===== src/rtl/if_id_stage.sv =====
`default_nettype none
// ============================================================================
// Module   : if_id_stage
// Purpose  : IF/ID pipeline register for the pipelined MIPS datapath.
//            Latches the fetched instruction and its PC, then decodes the
//            control-transfer instructions (beq, j, jal, jr). The resulting
//            branch/jump controls go straight back to the fetch unit.
// Ports    : clk, reset                 - clock, synchronous active-high reset
//            instr_F, pc_F              - fetched instruction and its PC
//            stall, flush               - hazard-unit controls
//            rs_data, rt_data           - forwarded GRF read data for decode
//            instr_D, pc_D, valid_D     - registered stage contents
//            rs_addr, rt_addr           - GRF read addresses from instr_D
//            ifB, ifJal, link, ifJr     - gated control-transfer decodes
//            dataJal, datars            - raw jump target fields
// Revision : 1.0 - initial release
// ============================================================================
module if_id_stage #(
    parameter logic [31:0] RESET_PC  = 32'h0000_3000,
    parameter logic [31:0] NOP_INSTR = 32'h0000_0000
) (
    input  logic        clk,
    input  logic        reset,
    input  logic [31:0] instr_F,
    input  logic [31:0] pc_F,
    input  logic        stall,
    input  logic        flush,
    input  logic [31:0] rs_data,
    input  logic [31:0] rt_data,
    output logic [31:0] instr_D,
    output logic [31:0] pc_D,
    output logic        valid_D,
    output logic [4:0]  rs_addr,
    output logic [4:0]  rt_addr,
    output logic        ifB,
    output logic        ifJal,
    output logic        link,
    output logic [25:0] dataJal,
    output logic        ifJr,
    output logic [31:0] datars
);

    localparam logic [5:0] c_OP_SPECIAL = 6'b000000;
    localparam logic [5:0] c_OP_J       = 6'b000010;
    localparam logic [5:0] c_OP_JAL     = 6'b000011;
    localparam logic [5:0] c_OP_BEQ     = 6'b000100;
    localparam logic [5:0] c_FN_JR      = 6'b001000;

    logic [31:0] r_instr;
    logic [31:0] r_pc;
    logic        r_valid;

    // Stage register. Stall outranks flush so a stalled instruction is
    // never lost to a simultaneous restart request.
    always_ff @(posedge clk) begin
        if (reset) begin
            r_instr <= NOP_INSTR;
            r_pc    <= RESET_PC;
            r_valid <= 1'b0;
        end else if (stall) begin
            r_instr <= r_instr;
            r_pc    <= r_pc;
            r_valid <= r_valid;
        end else if (flush) begin
            r_instr <= NOP_INSTR;
            r_pc    <= pc_F;
            r_valid <= 1'b0;
        end else begin
            r_instr <= instr_F;
            r_pc    <= pc_F;
            r_valid <= 1'b1;
        end
    end

    // Decode from the registered instruction only; nothing from the fetch
    // side reaches an output combinationally.
    logic [5:0] w_op;
    logic [5:0] w_funct;
    logic       w_is_beq;
    logic       w_is_j;
    logic       w_is_jal;
    logic       w_is_jr;
    logic       w_gate;
    logic       w_equal;

    assign w_op     = r_instr[31:26];
    assign w_funct  = r_instr[5:0];
    assign w_is_beq = (w_op == c_OP_BEQ);
    assign w_is_j   = (w_op == c_OP_J);
    assign w_is_jal = (w_op == c_OP_JAL);
    assign w_is_jr  = (w_op == c_OP_SPECIAL) && (w_funct == c_FN_JR);

    // While stalled the forwarded operands may still be stale, so every
    // control is suppressed; bubbles never redirect fetch either.
    assign w_gate   = r_valid & ~stall;
    assign w_equal  = (rs_data == rt_data);

    assign ifB      = w_gate & w_is_beq & w_equal;
    assign ifJal    = w_gate & (w_is_j | w_is_jal);
    assign link     = w_gate & w_is_jal;
    assign ifJr     = w_gate & w_is_jr;

    // Raw fields; target arithmetic is done in the fetch unit.
    assign instr_D  = r_instr;
    assign pc_D     = r_pc;
    assign valid_D  = r_valid;
    assign rs_addr  = r_instr[25:21];
    assign rt_addr  = r_instr[20:16];
    assign dataJal  = r_instr[25:0];
    assign datars   = rs_data;

endmodule
`default_nettype wire


===== config.mk =====
export PLATFORM = sky130hd
export DESIGN_NAME = if_id_stage
export DESIGN_NICKNAME = d
export VERILOG_FILES = /design/src/rtl/if_id_stage.sv
export SDC_FILE = /design/constraint.sdc
export NUM_CORES = 1
export LEC_CHECK = 0
export BUFFER_PORTS_ARGS = -buffer_cell sky130_fd_sc_hd__clkbuf_2
export CAP_MARGIN = 20
export CORE_AREA = 4 4 102 104
export CTS_BUF_LIST = sky130_fd_sc_hd__clkbuf_8
export CTS_CLUSTER_DIAMETER = 150
export CTS_CLUSTER_SIZE = 40
export DETAILED_ROUTE_END_ITERATION = 7
export DIE_AREA = 0 0 106 108
export GPL_ROUTABILITY_DRIVEN = 0
export PLACE_DENSITY_LB_ADDON = 0.1
export SETUP_SLACK_MARGIN = 0.05
export SYNTH_ARGS = -nofsm -noshare
export SYNTH_HDL_FRONTEND = slang
export SYNTH_SLANG_ARGS = --single-unit

===== constraint.sdc =====
create_clock -name clk -period 3.52 [get_ports clk]
set_input_delay 0.704 -clock clk [delete_from_list [all_inputs] [get_ports clk]]
set_output_delay 0.704 -clock clk [all_outputs]
set_load 0.05 [all_outputs]

After elaboration in Yosys (flattened, before gate mapping)

Index checks and enable logic that the tools add are counted.

Register bits: 65
Input port bits: 132
Output and inout port bits: 137

Eq/ne operators: 5
Multiplexer cells: 2
Bitwise gates (word level): 8
Reductions and logical operators: 2

Operator list:

| kind               | number |
|---|---|
| $eq 32x32->1       | 1 |
| $mux 32            | 1 |
| $eq 6x2->1 const B | 2 |
| $and 1x1->1        | 6 |
| $eq 6x3->1 const B | 1 |
| $eq 6x4->1 const B | 1 |
| $logic_not 6->1    | 1 |
| $logic_and 1x1->1  | 1 |
| $mux 1             | 1 |
| $not 1->1          | 1 |
| $or 1x1->1         | 1 |

Logic depth before layout (Yosys ltp)

Depth after elaboration: 4
Mapped depth: 5
Mapped depth without buffers: 4

Least setup slack after synthesis

No wires, ideal clock.

Kind: register -> output
Start: register r_valid (netlist: valid_D)
End: output port link
Arrival: 2.358 ns
Required time: 2.816 ns
Slack: 0.458 ns
Stages on the path, launching flop included: 4
Cells stage by stage: dfxtp_1 or4b_4 nor4b_4 and2_1

Cells in the longest elaborated chain, start to end: 2

Ends and longest elaborated chain:

| element                | line | text |
|---|---|---|
| start, declared        | 51   | `logic r_valid;` |
| start signal, assigned | 63   | `r_valid <= r_valid;` |
| $and 1x1->1            | 95   | `assign w_gate = r_valid & ~stall;` |
| $and 1x1->1            | 100  | `assign link = w_gate & w_is_jal;` |
| end, declared          | 37   | `output logic link,` |

Every way passes these cells.

Worst setup path after layout

Start: input port rs_data[27]
End: output port ifB

Cells in the longest elaborated chain, start to end: 2

Ends and longest elaborated chain:

| element         | line | text |
|---|---|---|
| start, declared | 28   | `input logic [31:0] rs_data,` |
| $eq 32x32->1    | 96   | `assign w_equal = (rs_data == rt_data);` |
| $and 1x1->1     | 98   | `assign ifB = w_gate & w_is_beq & w_equal;` |
| end, declared   | 35   | `output logic ifB,` |

Every way passes these cells.

==> flow_summary.ini <==
[drt]
vias_per_cell = 4.41
wl_um = 9810
routed-via-count = 2952
drt_pass1_iterations = 4
post_drt_wl_per_cell_um = 14.7
ant_nets = 0
drt_drc_violations_left = 0
starting_drc_count_in_detailed_routing = 86

[final_layout]
layout_common_cells = 267 x sky130_fd_sc_hd__clkbuf_2, 65 x sky130_fd_sc_hd__dfxtp_1, 63 x sky130_fd_sc_hd__nor2_1, 31 x sky130_fd_sc_hd__a22oi_1, 30 x sky130_fd_sc_hd__mux2i_1
design.final.nets = 663
final_common_cell = sky130_fd_sc_hd__clkbuf_2
antenna-diode-count = 0
sequential_cell_area_um2 = 1300
drive_above_1_share = 0.549
stdcell_count = 669
areaGrowthSynthToFinish_pct = 37.3
filler_cell_count = 1011
multiInputGateArea_um2 = 1280

[critical_path]
critical_path.reg2reg.startpoint = instr_D[28]$_SDFFE_PP0N_
start_kind = primary input
crit_path_arrival_time_ns = 2.04
worst-r2r-setup-slack_ns = 2.75
path_common_cell = sky130_fd_sc_hd__clkbuf_2
worstPathBufferInverterCount = 2
cpLargestDelayFamily = simple AND/OR/NAND/NOR gates
required_time_of_the_critical_path_ns = 2.82
path_cells = clkbuf_2, xor2_1, nor4_1, nand4_1, nor4_2, clkbuf_2
worst_r2r_path_depth = 2
timing.rr.end = instr_D[28]$_SDFFE_PP0N_
endpoint_kind = output pin
crit_type = in -> out
crit_fanout = 2
cpPeakStageDelay_ns = 0.32
critPathSlowestCell = sky130_fd_sc_hd__nor4_1

[synthesis]
synthesis.yosys.warnings = 0
ys_ff_latch = 65
syn_avg_cell_area_um2 = 9.49
synth-seq-area-share = 0.411
syn_inst = 334
synth.lib_cells_used.distinct = 26
syn-cell-area_um2 = 3170
synthesis.nets = 466

[cts]
hold_buffers = 0
ctsHtreeMaxLevel = 3
clock_insertion_delay_worst_skew_ns = 0.33
cts_resized = 0
clock_tree_from_tritoncts = done
clockBufferDepth = 2
clock-sinks = 65
cts_root_buf = sky130_fd_sc_hd__clkbuf_8
numCtsBuffers = 9
cts.repair_timing.setup_buffer_count = 0
clkSlewWorstSetupHoldPaths_ns = 0.07

[timing]
setup_total_negative_slack_ns = 0
period_share = 0.778
slew_worst_pin_ns = 0.790
final_setup_violations = 0
fin_crit_ns = 2.74
max_slew_margin = 0.474
final_max_slew_viol_count = 0
fin_skew_ns = 0
worst_hold_slack_ns = 0.477
setup_repair_after_global_routing_missed_its_margin = false
max_freq_mhz = 365
number_of_endpoints_with_negative_hold_slack_in_the_final_report = 0

[global_routing]
number_of_antenna_violations_at_the_first_check_in_global_routing = 0
maximum_number_of_pins_on_one_net_before_global_route_repair = 58
grt_first_pass_wirelength_um = 14300
grt_remaining_overflow = 0
globalRouteTotalUtil = 0.162
grt_pass1_vias = 2802

[worst_hold_path]
min_delay_path_depth = 1
hold_path.class = reg -> reg
hold_path.startpoint = pc_D[12]$_SDFFE_PP1N_
hold_path_end = pc_D[12]$_SDFFE_PP1N_

[die]
initial_core_util = 0.332
die_height_um = 108
die_area_um2 = 11400
floorplan.die.width_um = 106
rows = 36
i_o_pins = 269
core_um2 = 9550

[job]
max_cap_violations = 0

[power_and_ir_drop]
power.static_leakage_uw = 0.00234
powerDensity_nw_per_um2 = 465
irDropWorstVdd_mv = 0.227

[place]
place_hpwl_um = 7860
placedCellCount = 652
numPortBuffers = 268

[run_status]
outcome = finished clean
==> layout make-up <==
class,instances,share of cell area
multi-input combinational,183,0.294
clock buffer,9,0.0285
timing repair buffer,272,0.319
tap,133,0.0383
sequential,65,0.299
clock inverter,7,0.0216
==> through the flow <==
step / utilization / setup slack, ns / cell area (um2) / power, uW
finish: 0.455 / 0.781 / 4350 / 2020
global route: 0.455 / 0.657 / 4350 / 2120
CTS: 0.453 / 0.742 / 4330 / 2060
detailed placement: 0.431 / 0.743 / 4110 / 1350
global placement: 0.431 / 0.735 / 4110 / 1350
floorplan: - / 0.458 / 3170 / 1220
==> how the worst max path moves through the flow <==
stage / cells after the start / end / slack (ns) / start
finish: 6 / ifB / 0.78 / rs_data[27]
detailed placement: 6 / ifB / 0.74 / rs_data[27]
floorplan: 3 / link / 0.46 / valid_D$_SDFFE_PP0N_
global placement: 6 / ifB / 0.73 / rs_data[27]
CTS: 6 / ifB / 0.74 / rs_data[27]
global route: 6 / ifB / 0.66 / rt_data[27]
==> cell families (layout without fill, tap and decap cells) <==
kind of cell | after synthesis | after routing | share of synthesized area
and+or+nand+nor | 86 | 86 | 0.137
buffers and inverters | 86 | 288 | 0.187
DFF | 65 | 65 | 0.411
AOI/OAI and AO/OA | 35 | 35 | 0.0821
xor gates and xnor gates | 32 | 32 | 0.0885
muxes | 30 | 30 | 0.0948
==> flip-flops by register name, indices dropped and copies added, names as in the netlist <==
register and flops:
instr_D 32, pc_D 32, valid_D 1
==> worst reg2reg max path, delay by kind of cell, from the launching register on <==
kind	cells	cell delay, ns
flops	1	0.39
simple gates	1	0.05
compound gates	1	0.23
==> synth_stat cells <==
master | instances | area share
sky130_fd_sc_hd__a211o_1 | 2 | 0.0055
sky130_fd_sc_hd__a21oi_1 | 2 | 0.0032
sky130_fd_sc_hd__a22oi_1 | 31 | 0.073
sky130_fd_sc_hd__and2_1 | 1 | 0.0020
sky130_fd_sc_hd__and3_1 | 1 | 0.0020
sky130_fd_sc_hd__buf_1 | 4 | 0.0047
sky130_fd_sc_hd__buf_2 | 8 | 0.013
sky130_fd_sc_hd__buf_4 | 69 | 0.16
sky130_fd_sc_hd__clkbuf_1 | 5 | 0.0059
sky130_fd_sc_hd__dfxtp_1 | 65 | 0.41
sky130_fd_sc_hd__mux2i_1 | 30 | 0.095
sky130_fd_sc_hd__nand3_1 | 2 | 0.0032
sky130_fd_sc_hd__nand3_2 | 1 | 0.0032
sky130_fd_sc_hd__nand4_1 | 1 | 0.0020
sky130_fd_sc_hd__nor2_1 | 64 | 0.076
sky130_fd_sc_hd__nor2b_1 | 2 | 0.0039
sky130_fd_sc_hd__nor3_1 | 1 | 0.0016
sky130_fd_sc_hd__nor3b_1 | 1 | 0.0024
sky130_fd_sc_hd__nor4_1 | 6 | 0.012
sky130_fd_sc_hd__nor4_2 | 2 | 0.0079
sky130_fd_sc_hd__nor4_4 | 1 | 0.0067
sky130_fd_sc_hd__nor4b_1 | 1 | 0.0028
sky130_fd_sc_hd__nor4b_4 | 1 | 0.0075
sky130_fd_sc_hd__or4b_4 | 1 | 0.0043
sky130_fd_sc_hd__xnor2_1 | 4 | 0.011
sky130_fd_sc_hd__xor2_1 | 28 | 0.077
==> where the power goes <==
part / internal (uW) / switching, uW
registers: 772 / 25.9
logic: 156 / 378
clock network: 399 / 294
total: 1330 / 698
==> metal layers <==
metal	global-route usage	share of wire
met5	0	0
met4	0.0490	0.011
met3	0.0603	0.092
met2	0.292	0.51
met1	0.176	0.38
No activity file was read; power rests on OpenSTA's default activity.
